File: config.mk
export PLATFORM = sky130hd
export DESIGN_NAME = axis_read_arbiter
export DESIGN_NICKNAME = d
export VERILOG_FILES = /design/src/rtl/axis_read_arbiter.sv
export SDC_FILE = /design/constraint.sdc
export NUM_CORES = 1
export LEC_CHECK = 0
export ABC_CLOCK_PERIOD_IN_PS = 3100
export CORE_AREA = 3 3 251 253
export DETAILED_ROUTE_END_ITERATION = 8
export DIE_AREA = 0 0 254 256
export HOLD_SLACK_MARGIN = 0.03
export SYNTH_ARGS = -nofsm -noshare
export SYNTH_HDL_FRONTEND = slang
export SYNTH_SLANG_ARGS = --single-unit
File: constraint.sdc
create_clock -name clk -period 3.1 [get_ports clk]
set_clock_uncertainty 0.05 [all_clocks]
set_input_delay 0.465 -clock clk [delete_from_list [all_inputs] [get_ports clk]]
set_output_delay 0.465 -clock clk [all_outputs]
set_load 0.1 [all_outputs]
File: src/rtl/axis_read_arbiter.sv
// Round-robin share of one AXI AR/R port among NUM_PORTS in-order read engines; grants 0-cycle, m_arvalid one cycle after accept.
// Grants stall while the burst-order queue is full or an AR is pending issue; R beats stall when the owning engine drops s_rready.
module axis_read_arbiter #(
  parameter int NUM_PORTS      = 2,
  parameter int AXI_ADDR_WIDTH = 32,
  parameter int AXI_DATA_WIDTH = 256,
  parameter int ORDER_AWIDTH   = 2
) (
  input  logic                                clk,
  input  logic                                rst_n,
  input  logic [NUM_PORTS-1:0]                s_arvalid,
  input  logic [NUM_PORTS*AXI_ADDR_WIDTH-1:0] s_araddr,
  input  logic [NUM_PORTS*8-1:0]              s_arlen,
  output logic [NUM_PORTS-1:0]                s_arready,
  output logic [AXI_DATA_WIDTH-1:0]           s_rdata,
  output logic [NUM_PORTS-1:0]                s_rvalid,
  input  logic [NUM_PORTS-1:0]                s_rready,
  output logic [AXI_ADDR_WIDTH-1:0]           m_araddr,
  output logic [7:0]                          m_arlen,
  output logic                                m_arvalid,
  input  logic                                m_arready,
  input  logic [AXI_DATA_WIDTH-1:0]           m_rdata,
  input  logic                                m_rvalid,
  output logic                                m_rready,
  output logic                                busy
);

  localparam int PW    = (NUM_PORTS > 2) ? 2 : 1;
  localparam int DEPTH = 1 << ORDER_AWIDTH;
  localparam logic [ORDER_AWIDTH:0] OCC_MAX   = (ORDER_AWIDTH+1)'(DEPTH);
  localparam logic [PW-1:0]         LAST_PORT = PW'(NUM_PORTS - 1);

  localparam logic [0:0] ST_IDLE  = 1'b0;
  localparam logic [0:0] ST_ISSUE = 1'b1;

  logic [0:0]                r_state;
  logic [PW-1:0]             r_ptr;
  logic [PW-1:0]             r_owner;
  logic [ORDER_AWIDTH:0]     r_occ;
  logic [AXI_ADDR_WIDTH-1:0] r_araddr;
  logic [7:0]                r_arlen;

  logic [PW-1:0]             r_q_owner [DEPTH];
  logic [7:0]                r_q_len   [DEPTH];
  logic [ORDER_AWIDTH-1:0]   r_wr_ptr;
  logic [ORDER_AWIDTH-1:0]   r_rd_ptr;
  logic [ORDER_AWIDTH:0]     r_q_cnt;
  logic [7:0]                r_beat;

  logic                      w_win_vld;
  logic [PW-1:0]             w_win;
  logic [AXI_ADDR_WIDTH-1:0] w_sel_addr;
  logic [7:0]                w_sel_len;
  logic                      w_accept;
  logic                      w_push;
  logic                      w_q_empty;
  logic [PW-1:0]             w_head_owner;
  logic [7:0]                w_head_len;
  logic                      w_m_rready;
  logic                      w_r_hs;
  logic                      w_pop;

  // Search upward from the priority pointer, wrapping modulo NUM_PORTS.
  always_comb begin
    logic [PW:0] w_sum;
    w_win_vld = 1'b0;
    w_win     = '0;
    w_sum     = '0;
    for (int i = 0; i < NUM_PORTS; i++) begin
      w_sum = {1'b0, r_ptr} + (PW+1)'(i);
      if (w_sum >= (PW+1)'(NUM_PORTS)) begin
        w_sum = w_sum - (PW+1)'(NUM_PORTS);
      end
      if (!w_win_vld && s_arvalid[w_sum[PW-1:0]]) begin
        w_win_vld = 1'b1;
        w_win     = w_sum[PW-1:0];
      end
    end
  end

  always_comb begin
    w_sel_addr = '0;
    w_sel_len  = '0;
    for (int k = 0; k < NUM_PORTS; k++) begin
      if (w_win == PW'(k)) begin
        w_sel_addr = s_araddr[k*AXI_ADDR_WIDTH +: AXI_ADDR_WIDTH];
        w_sel_len  = s_arlen[k*8 +: 8];
      end
    end
  end

  // Occupancy counts the burst held in ISSUE, so a later push always has a slot.
  assign w_accept = rst_n && (r_state == ST_IDLE) && (r_occ < OCC_MAX) && w_win_vld;
  assign w_push   = (r_state == ST_ISSUE) && m_arready;

  always_comb begin
    s_arready = '0;
    if (w_accept) begin
      s_arready[w_win] = 1'b1;
    end
  end

  assign w_q_empty    = (r_q_cnt == '0);
  assign w_head_owner = r_q_owner[r_rd_ptr];
  assign w_head_len   = r_q_len[r_rd_ptr];
  assign w_m_rready   = !w_q_empty && s_rready[w_head_owner];
  assign w_r_hs       = m_rvalid && w_m_rready;
  assign w_pop        = w_r_hs && (r_beat == w_head_len);

  always_comb begin
    s_rvalid = '0;
    if (!w_q_empty) begin
      s_rvalid[w_head_owner] = m_rvalid;
    end
  end

  assign m_rready  = w_m_rready;
  assign s_rdata   = m_rdata;
  assign m_arvalid = (r_state == ST_ISSUE);
  assign m_araddr  = r_araddr;
  assign m_arlen   = r_arlen;
  assign busy      = (r_occ != '0);

  always_ff @(posedge clk or negedge rst_n) begin
    if (!rst_n) begin
      r_state  <= ST_IDLE;
      r_ptr    <= '0;
      r_owner  <= '0;
      r_araddr <= '0;
      r_arlen  <= '0;
    end else if (w_accept) begin
      r_state  <= ST_ISSUE;
      r_araddr <= w_sel_addr;
      r_arlen  <= w_sel_len;
      r_owner  <= w_win;
      r_ptr    <= (w_win == LAST_PORT) ? '0 : w_win + PW'(1);
    end else if (w_push) begin
      r_state  <= ST_IDLE;
    end
  end

  always_ff @(posedge clk or negedge rst_n) begin
    if (!rst_n) begin
      r_occ <= '0;
    end else begin
      unique case ({w_accept, w_pop})
        2'b10:   r_occ <= r_occ + 1'b1;
        2'b01:   r_occ <= r_occ - 1'b1;
        default: r_occ <= r_occ;
      endcase
    end
  end

  always_ff @(posedge clk or negedge rst_n) begin
    if (!rst_n) begin
      r_wr_ptr <= '0;
      r_rd_ptr <= '0;
      r_q_cnt  <= '0;
      r_beat   <= '0;
      for (int i = 0; i < DEPTH; i++) begin
        r_q_owner[i] <= '0;
        r_q_len[i]   <= '0;
      end
    end else begin
      if (w_push) begin
        r_q_owner[r_wr_ptr] <= r_owner;
        r_q_len[r_wr_ptr]   <= r_arlen;
        r_wr_ptr            <= r_wr_ptr + 1'b1;
      end
      if (w_pop) begin
        r_rd_ptr <= r_rd_ptr + 1'b1;
      end
      unique case ({w_push, w_pop})
        2'b10:   r_q_cnt <= r_q_cnt + 1'b1;
        2'b01:   r_q_cnt <= r_q_cnt - 1'b1;
        default: r_q_cnt <= r_q_cnt;
      endcase
      if (w_pop) begin
        r_beat <= '0;
      end else if (w_r_hs) begin
        r_beat <= r_beat + 1'b1;
      end
    end
  end

endmodule

* Yosys cells after proc, flatten, opt, wreduce, memory -nomap -nowiden
Cells that the tools add are included.
** Word-level totals
- Register bits after elaboration :: 97
- Latch bits :: 0
- Bits in writable memories :: 0
- Bits in read-only memories :: 0
- Input port bits :: 344
- Output and inout bits :: 303
- Memories kept :: 0
** Cells by class
- Add/subtract/negate cells :: 11
- $mul :: 0
- Divide/modulo/power cells :: 0
- Order comparisons :: 12
- Equality and inequality tests :: 5
- Shift-type cells :: 0
- Multiplexer cells :: 39
- Bitwise gates (word level) :: 4
- Reduce and logical (&&, ||, !) cells :: 19
** Operator list (number)
- 8-bit two-way mux :: 6
- 32-bit bitwise mux :: 1
- 32-bit two-way mux :: 1
- 1-bit two-way mux :: 20
- 8-bit binary-select mux with 2-bit select :: 1
- 8-bit demux with 2-bit select :: 1
- 3-bit one-hot mux with 2 select lines :: 2
- 1-bit logical AND :: 11
- 8-bit by 1-bit adder with 8-bit output (second input constant) :: 1
- 8-bit equality test :: 1
- 1-bit by 2-bit less-than comparator with 1-bit output (second input constant) :: 4
- 2-bit nonzero test :: 4
- 3-bit by 1-bit adder with 3-bit output (second input constant) :: 2
- 3-bit >= comparator (second input constant) :: 2
- 2-bit inverter with 3-bit output :: 2
- 3-bit by 1-bit subtractor with 3-bit output (second input constant) :: 2
- 2-bit by 1-bit adder with 2-bit output (second input constant) :: 2
- 4-bit bitwise mux :: 1
- 2-bit by 1-bit equality test with 1-bit output (second input constant) :: 2
- 2-bit equality test (second input constant) :: 2
- 2-bit two-way mux :: 2
- 3-bit zero test :: 1
- 3-bit by 1-bit less-than comparator with 1-bit output (second input constant) :: 1
- 3-bit less-than comparator (second input constant) :: 1
- other kinds (13) :: 17

* Depth between registers and ports, before layout
Gate-level depths: netlist of the first run.
- Word-level depth :: 13
- Mapped depth :: 12
- Gate-level depth less buffers :: 10

* Worst setup path after synthesis of the first run
Ideal clock, no wire load.
- Path kind :: flip-flop to output port
- From :: register r_state (netlist: m_arvalid)
- To :: output port s_arready[0]
- Arrival :: 2.696 ns
- Path slack :: -0.111 ns
- Cell stages (with the launch flop) :: 6
- Path buffers :: 2
- Cells stage by stage :: dfrtp_1 -> clkbuf_1 -> nor2_1 -> o211ai_1 -> a21oi_1 -> clkbuf_1
** On the way
- Cells in the longest elaborated chain, start to end :: 5
** Ends and longest elaborated chain
- start: declaration :: RTL line 36 : logic [0:0] r_state;
- start signal: assignment :: RTL line 126 : r_state <= ST_IDLE;
- start signal: assignment :: RTL line 132 : r_state <= ST_ISSUE;
- start signal: assignment :: RTL line 138 : r_state <= ST_IDLE;
- 1-bit inverter :: RTL line 93 : assign w_accept = rst_n && (r_state == ST_IDLE) && (r_occ < OCC_MAX) && w_win_vld;
- 1-bit logical AND (3 in series) :: RTL line 93
- 2-bit two-way mux :: RTL line 98 : if (w_accept) begin
- end: declaration :: RTL line 14 : output logic [NUM_PORTS-1:0] s_arready,
Every way passes these cells.

* Worst setup path after layout of the first run
- From :: register r_rd_ptr[0]
- To :: register r_q_cnt[1]
** On the way
- Cells in the longest elaborated chain, start to end :: 11
** Ends and longest elaborated chain
- start: declaration :: RTL line 46 : logic [ORDER_AWIDTH-1:0] r_rd_ptr;
- start signal: assignment :: RTL line 171 : r_rd_ptr <= r_rd_ptr + 1'b1;
- 2-bit inverter with 3-bit output (not written as such) (*) :: RTL line 104, 105
- 1-bit binary-select mux with 2-bit select :: RTL line 104 : assign w_head_owner = r_q_owner[r_rd_ptr];
- 1-bit two-way mux (not written as such) (2 in series) :: RTL line 104
- 1-bit two-way mux (not written as such) (2 in series) :: RTL line 106 : assign w_m_rready = !w_q_empty && s_rready[w_head_owner];
- 1-bit logical AND :: RTL line 106
- 1-bit logical AND :: RTL line 107 : assign w_r_hs = m_rvalid && w_m_rready;
- 1-bit logical AND (*) :: RTL line 108 : assign w_pop = w_r_hs && (r_beat == w_head_len);
- 2-bit by 1-bit equality test with 1-bit output or 2-bit equality test (tied branches) :: RTL line 173 : unique case ({w_push, w_pop})
- 3-bit one-hot mux with 2 select lines or 2-bit nonzero test (tied branches)
- end signal: assignment :: RTL line 174 : 2'b10: r_q_cnt <= r_q_cnt + 1'b1;
- end signal: assignment :: RTL line 175 : 2'b01: r_q_cnt <= r_q_cnt - 1'b1;
- end signal: assignment :: RTL line 176 : default: r_q_cnt <= r_q_cnt;
- end: declaration :: RTL line 47 : logic [ORDER_AWIDTH:0] r_q_cnt;
Mark *: on every way between the ends. The rest lies on a longest branch, timed or not. The select of a mux whose other input is x is not followed.
A chain may end at the register's enable or synchronous reset.

==> results.py, run 1 <==
metrics = {
    "status": {
        "status": "finished, final reports clean",
    },
    "sta": {
        "max_freq_mhz": 344,
        "rsz0062_at_grt": "no",
        "fin_crit_sh_pct": 93.7,
        "setup_viol": 0,
        "slew_headroom_pct": 49.6,
        "tightest_slew_ps": 756,
        "setup_tns_ps": 0,
        "hold_viol": 0,
        "fin_crit_ps": 2910,
        "finalMaxSlewViolations": 0,
    },
    "synth": {
        "syn_inst": 603,
        "synth.mux.area_fraction_pct": 10.6,
        "synth-simple-area-share_pct": 3.86,
        "synth_nets": 956,
        "synth_xor_area_share_pct": 2.34,
        "ys_types": 39,
        "seq_area_frac_synth_pct": 38.2,
        "synth_fa_ha_area_share_pct": 2.01,
        "syn-cell-area_um2": 6350,
        "yosys.area.top_type_share_pct": 38.2,
        "synth-warning-count": 0,
        "synth_compound_area_share_pct": 8.41,
        "yosys-top-cells-area": "dfrtp_1 (38%), buf_4 (30%), mux2_2 (6.7%)",
        "synth_top_family_by_area": "buffers and inverters",
        "ys_ff_latch": 97,
        "syn_avg_cell_area_um2": 10.5,
        "yosysTopAreaCell": "dfrtp_1",
    },
    "global_route": {
        "grt_pass1_vias": 4179,
        "antenna_found_initial": 0,
        "track_usage_pct": 7.23,
        "grt.busiest_layer": "met2",
        "grtUsageMet3_pct": 5.45,
        "grt_pass1_wl_um": 32400,
        "gr-usage-met1_pct": 6.40,
        "grt_overflow": 0,
        "grt.met2_usage_pct": 11.2,
        "grt_max_degree": 61,
    },
    "setup_path": {
        "path_max_fanout": 3,
        "cp.arrival_ps": 3120,
        "cp_num_buf_inv": 2,
        "cp-end-kind": "flip-flop",
        "critPathKind": "reg2reg",
        "cpMaxStageDelayCell": "mux4_2",
        "cpMostUsedCell": "buf_4",
        "path_depth": 9,
        "cp.required_ps": 3320,
        "reg2reg_depth": 9,
        "worstPathCellList": "buf_4, mux4_2, mux2i_2, or2_1, nor3_2, buf_4, ha_1, fa_1, mux2_2",
        "reg2reg_slack_ps": 190,
        "critPathLaunchType": "flip-flop",
        "cpPeakStageDelay_ps": 550,
        "crit_family": "multiplexers",
    },
    "flow_run": {
        "maxCapViolations": 0,
    },
    "floorplanning": {
        "die_y_um": 256,
        "io_pins": 647,
        "fp-row-count": 91,
        "die-area_um2": 65000,
        "start_util_pct": 10.4,
        "die_w_um": 254,
        "core_um2": 61300,
    },
    "power_and_ir_drop": {
        "p_total_w": 0.00769,
        "power_density_nw_per_um2": 1090,
        "peakVddDrop_uv": 871,
        "leakage_nw": 2.97,
    },
    "clock_network": {
        "cts_buffers": 9,
        "cts_hold_buf": 0,
        "clk_pin_slew_worst_paths_ps": 80,
        "tritoncts": "done",
        "cts_root_buf": "clkbuf_16",
        "clk_path_buf_depth": 2,
        "clkLatencyLatePin_ps": 370,
        "cts_num_sinks": 97,
        "cts.htree.levels": 3,
    },
    "route": {
        "firstDrtPassIters": 5,
        "drc_errors": 0,
        "vias": 3832,
        "drt_iter0_markers": 232,
        "ant_nets": 0,
        "wl_per_cell_um": 19.2,
        "via_per_inst": 2.98,
        "wirelength_um": 24700,
    },
    "final_layout": {
        "fillers": 6975,
        "n_antenna_cell": 0,
        "design_area_um2": 7080,
        "fin_nets": 844,
        "final_cells": 1286,
        "layout_commonest_cell": "dfrtp_1",
        "drive_above_1_share_pct": 25.6,
        "mostFrequentLayoutCells": "dfrtp_1 (97), clkdlybuf4s50_1 (86), buf_4 (60)",
        "area_delta_synth_final_pct": 11.5,
    },
    "place": {
        "hpwlAfterDp_um": 20900,
        "placed_cell_area_um2": 6750,
        "place_inst": 1269,
        "portBuffers": 134,
        "gp_congestion": 0.738,
    },
    "min_path": {
        "min_path_type": "in2async",
    },
}
-- path summary, 6_finish.rpt --
kind                        startpoint            to
max                        r_rd_ptr[0]    r_q_cnt[1]
min                              rst_n  m_araddr[27]
min in group clk                 r_ptr         r_ptr
max reg2reg                r_rd_ptr[0]    r_q_cnt[1]
min reg2reg                      r_ptr         r_ptr
max in group asynchronous        rst_n   m_araddr[4]
-- layer usage --
layer,vias to the layer above,share of wire [%]
met5,-,0
met4,0,6.9
met3,125,18
met2,404,44
met1,1719,30
li1,1584,-
-- Yosys cell counts --
cell type and n:
fa_1 2, xnor2_1 13, o311ai_0 1, nand4_2 1, nor4_2 1, buf_4 256
buf_6 2, mux4_1 8, o211ai_1 3, mux2i_2 1, or3_1 1, nand3_1 7
inv_1 49, nor3_1 2, nor2b_1 1, nor4_1 3, nand4_1 1, o21a_1 1
nor4b_1 1, or2_1 1, clkbuf_1 16, and4_1 1, o2111ai_1 1, xor2_1 4
a21o_1 2, o21ai_0 10, mux2_2 38, and3_1 2, a21oi_1 3, nor3_2 1
mux4_2 1, nand2_1 13, ha_1 7, nor2_1 8, clkbuf_2 1, o22ai_1 1
a222oi_1 40, dfrtp_1 97, nand2b_1 2
-- through the flow --
step                util (%)  setup WS, ps  hold WS (ps)
floorplan                  -          77.1           119
global placement        11.0           136           404
detailed placement      11.0           153           412
CTS                     11.5           145           108
global route            11.6          5.94           146
finish                  11.6           194           102
-- cell families (layout without fill, tap and decap cells) --
logic type	after synthesis	after routing
AO/OA/AOI/OAI	62	62
XOR/XNOR	17	17
adder cells (fa/ha/maj)	9	9
buffers and inverters	324	217
flip-flops	97	97
multiplexers	48	48
AND/OR/NAND/NOR	46	46
-- timing repair --
action / CTS / global route
resized for setup: 0 / 2
setup endpoints to repair: 0 / 2
setup buffers: 0 / 1
-- area by class of cell --
| type | instances | area (um2) | area share [%] |
|---|---|---|---|
| Clock buffer | 9 | 225 | 3.18 |
| Timing Repair Buffer | 152 | 1420 | 20.1 |
| Multi-Input combinational cell | 182 | 1740 | 24.5 |
| Inverter | 49 | 184 | 2.60 |
| Tap cell | 790 | 988 | 14.0 |
| Clock inverter | 7 | 98.8 | 1.40 |
| Sequential cell | 97 | 2430 | 34.3 |
-- flip-flops by register name, summed over array words and instances, names as in the netlist, 3 cells and up --
name,count
r_q_cnt,3
m_arlen,8
r_beat,8
r_q_len,32
r_occ,3
r_q_owner,4
m_araddr,32
-- power breakdown --
group / switching, W / internal [W]
combinational: 0.00288 / 0.00127
clock: 0.000552 / 0.000650
sequential: 0.000505 / 0.00184
No activity file was read; power rests on OpenSTA's default activity.
==> run 2: changes to the inputs <==
Settings changed: PLACE_DENSITY set to 0.45.
==> run 2 against run 1 <==
Register-to-register slack about the same. Via count about the same. Combinational power about the same. Global-route usage up 0.21 points. Largest cell class unchanged. Die area unchanged. Routed wire length up 2.0%. Maximum frequency down 0.38%. Utilization down 0.096 points. Final area down 0.83%.
==> results.py, run 2 (synthesis results as in run 1) <==
metrics = {
    "place": {
        "portBuffers": 134,
        "gp_congestion": 0.704,
        "hpwlAfterDp_um": 21000,
        "dp_slack_ps": 149,
    },
    "power_and_ir_drop": {
        "intPower_w": 0.00365,
        "sw_frac_of_total_pct": 51.6,
        "p_switching_w": 0.00389,
        "leakage_nw": 2.93,
        "power_density_nw_per_um2": 1070,
        "combPwrFrac_pct": 54.9,
        "p_clk_share_pct": 14.4,
        "p_seq_share_pct": 30.7,
        "peakVddDrop_uv": 711,
    },
    "sta": {
        "setup_tns_ps": 0,
        "rsz0062_at_grt": "no",
        "finalMaxSlewViolations": 0,
        "slew_headroom_pct": 23.3,
        "fin_ws_ps": 183,
        "tightest_slew_ps": 1150,
        "setup_viol": 0,
        "max_freq_mhz": 343,
        "fin_crit_ps": 2920,
        "hold_viol": 0,
        "fin_crit_sh_pct": 94.1,
    },
    "floorplanning": {
        "io_pins": 647,
        "die-area_um2": 65000,
        "core_um2": 61300,
        "start_util_pct": 10.4,
        "die_y_um": 256,
        "fp-row-count": 91,
        "die_w_um": 254,
    },
    "clock_network": {
        "cts_resized": 0,
        "cts_num_sinks": 97,
        "clk_pin_slew_worst_paths_ps": 80,
        "cts_buffers": 9,
        "cts.htree.levels": 3,
        "clkLatencyLatePin_ps": 370,
        "tritoncts": "done",
        "clk_path_buf_depth": 2,
        "cts_setup_buffers": 0,
        "cts_hold_buf": 0,
        "cts_root_buf": "clkbuf_16",
    },
    "setup_path": {
        "cpMaxStageDelayCell": "mux4_1",
        "startpoint": "r_rd_ptr[0]",
        "cp.required_ps": 3310,
        "worstPathCellList": "buf_12, mux4_1, xnor2_1, nand4_2, nor3_2, buf_4, ha_1, fa_1, mux2_2",
        "critPathKind": "reg2reg",
        "cp.arrival_ps": 3130,
        "cp-end-kind": "flip-flop",
        "critPathLaunchType": "flip-flop",
        "timing.rr.start": "r_rd_ptr[0]",
        "reg2reg_depth": 9,
        "cpPeakStageDelay_ps": 570,
        "path_max_fanout": 9,
        "reg2reg_slack_ps": 180,
        "r2r_end": "r_q_cnt[1]",
    },
    "final_layout": {
        "mostFrequentLayoutCells": "dfrtp_1 (97), clkdlybuf4s50_1 (86), buf_4 (55)",
        "layout_commonest_cell": "dfrtp_1",
        "n_antenna_cell": 0,
        "area_delta_synth_final_pct": 10.6,
        "fin_nets": 840,
        "fillers": 7029,
        "fin_util_pct": 11.5,
        "drive_above_1_share_pct": 24.6,
    },
    "route": {
        "via_per_inst": 2.99,
        "wl_met2_um": 11700,
        "ant_nets": 0,
        "drc_errors": 0,
        "wl_per_cell_um": 19.6,
        "firstDrtPassIters": 5,
        "met3WireLength_um": 4000,
        "wirelength_um": 25200,
        "vias": 3830,
        "m1WireLength_um": 7920,
        "dr.max_layer_used": "met4",
        "drt_iter0_markers": 229,
    },
    "global_route": {
        "antenna_found_initial": 1,
        "grt_overflow": 0,
        "grt_pass1_wl_um": 33400,
        "grt_max_degree": 53,
        "grt_pass1_vias": 4180,
        "track_usage_pct": 7.44,
    },
    "status": {
        "status": "finished, final reports clean",
    },
    "flow_run": {
        "maxCapViolations": 0,
    },
    "min_path": {
        "min_path_type": "in2async",
    },
}
run 2: power groups by stage:
stage               sequential [W]  clock [W]  combinational (W)
CTS                        0.00233    0.00114            0.00419
detailed placement         0.00233          0            0.00420
finish                     0.00231    0.00109            0.00414
global route               0.00242    0.00119            0.00438
global placement           0.00234          0            0.00417
floorplan                  0.00401          0            0.00291
run 2: per-layer routing:
| metal | vias to the layer above | track usage, % |
|---|---|---|
| li1 | 1573 | - |
| met3 | 102 | 4.93 |
| met1 | 1754 | 6.97 |
| met2 | 401 | 11.8 |
| met5 | - | 0 |
| met4 | 0 | 5.00 |
run 2: critical path: cells and delay by family (launching register included):
kind / cells / cell delay [ps]
flops: 1 / 420
mux: 2 / 830
buf+inv: 2 / 320
simple gates: 2 / 400
fa+ha+maj: 2 / 600
xor+xnor: 1 / 180
run 2: layout make-up:
cell class	instances	area, um2	share of cell area (%)
clock buffer	10	229	3.26
clock inverter	6	51.3	0.730
inverter	49	184	2.62
multi-input combinational	183	1750	24.9
sequential	97	2430	34.6
tap	790	988	14.1
timing repair buffer	147	1390	19.8
run 2: worst max-delay path by stage:
| stage | end | depth (start not counted) |
|---|---|---|
| floorplan | s_arready[1] | 5 |
| global placement | r_occ[2] | 10 |
| detailed placement | r_q_cnt[1] | 8 |
| CTS | s_arready[0] | 4 |
| global route | r_occ[2] | 11 |
| finish | r_q_cnt[1] | 9 |
run 2: through the flow:
| step | hold slack [ps] | instances | cell area (um2) | total power (W) |
|---|---|---|---|---|
| 6_report | 165 | 1282 | 7020 | 0.00754 |
| 2_1_floorplan | 119 | 603 | 6350 | 0.00692 |
| 3_3_place_gp | 410 | 1265 | 6740 | 0.00651 |
| 3_5_place_dp | 410 | 1265 | 6740 | 0.00652 |
| 4_1_cts | 178 | 1282 | 7020 | 0.00767 |
| 5_1_grt | 213 | 1282 | 7020 | 0.00798 |
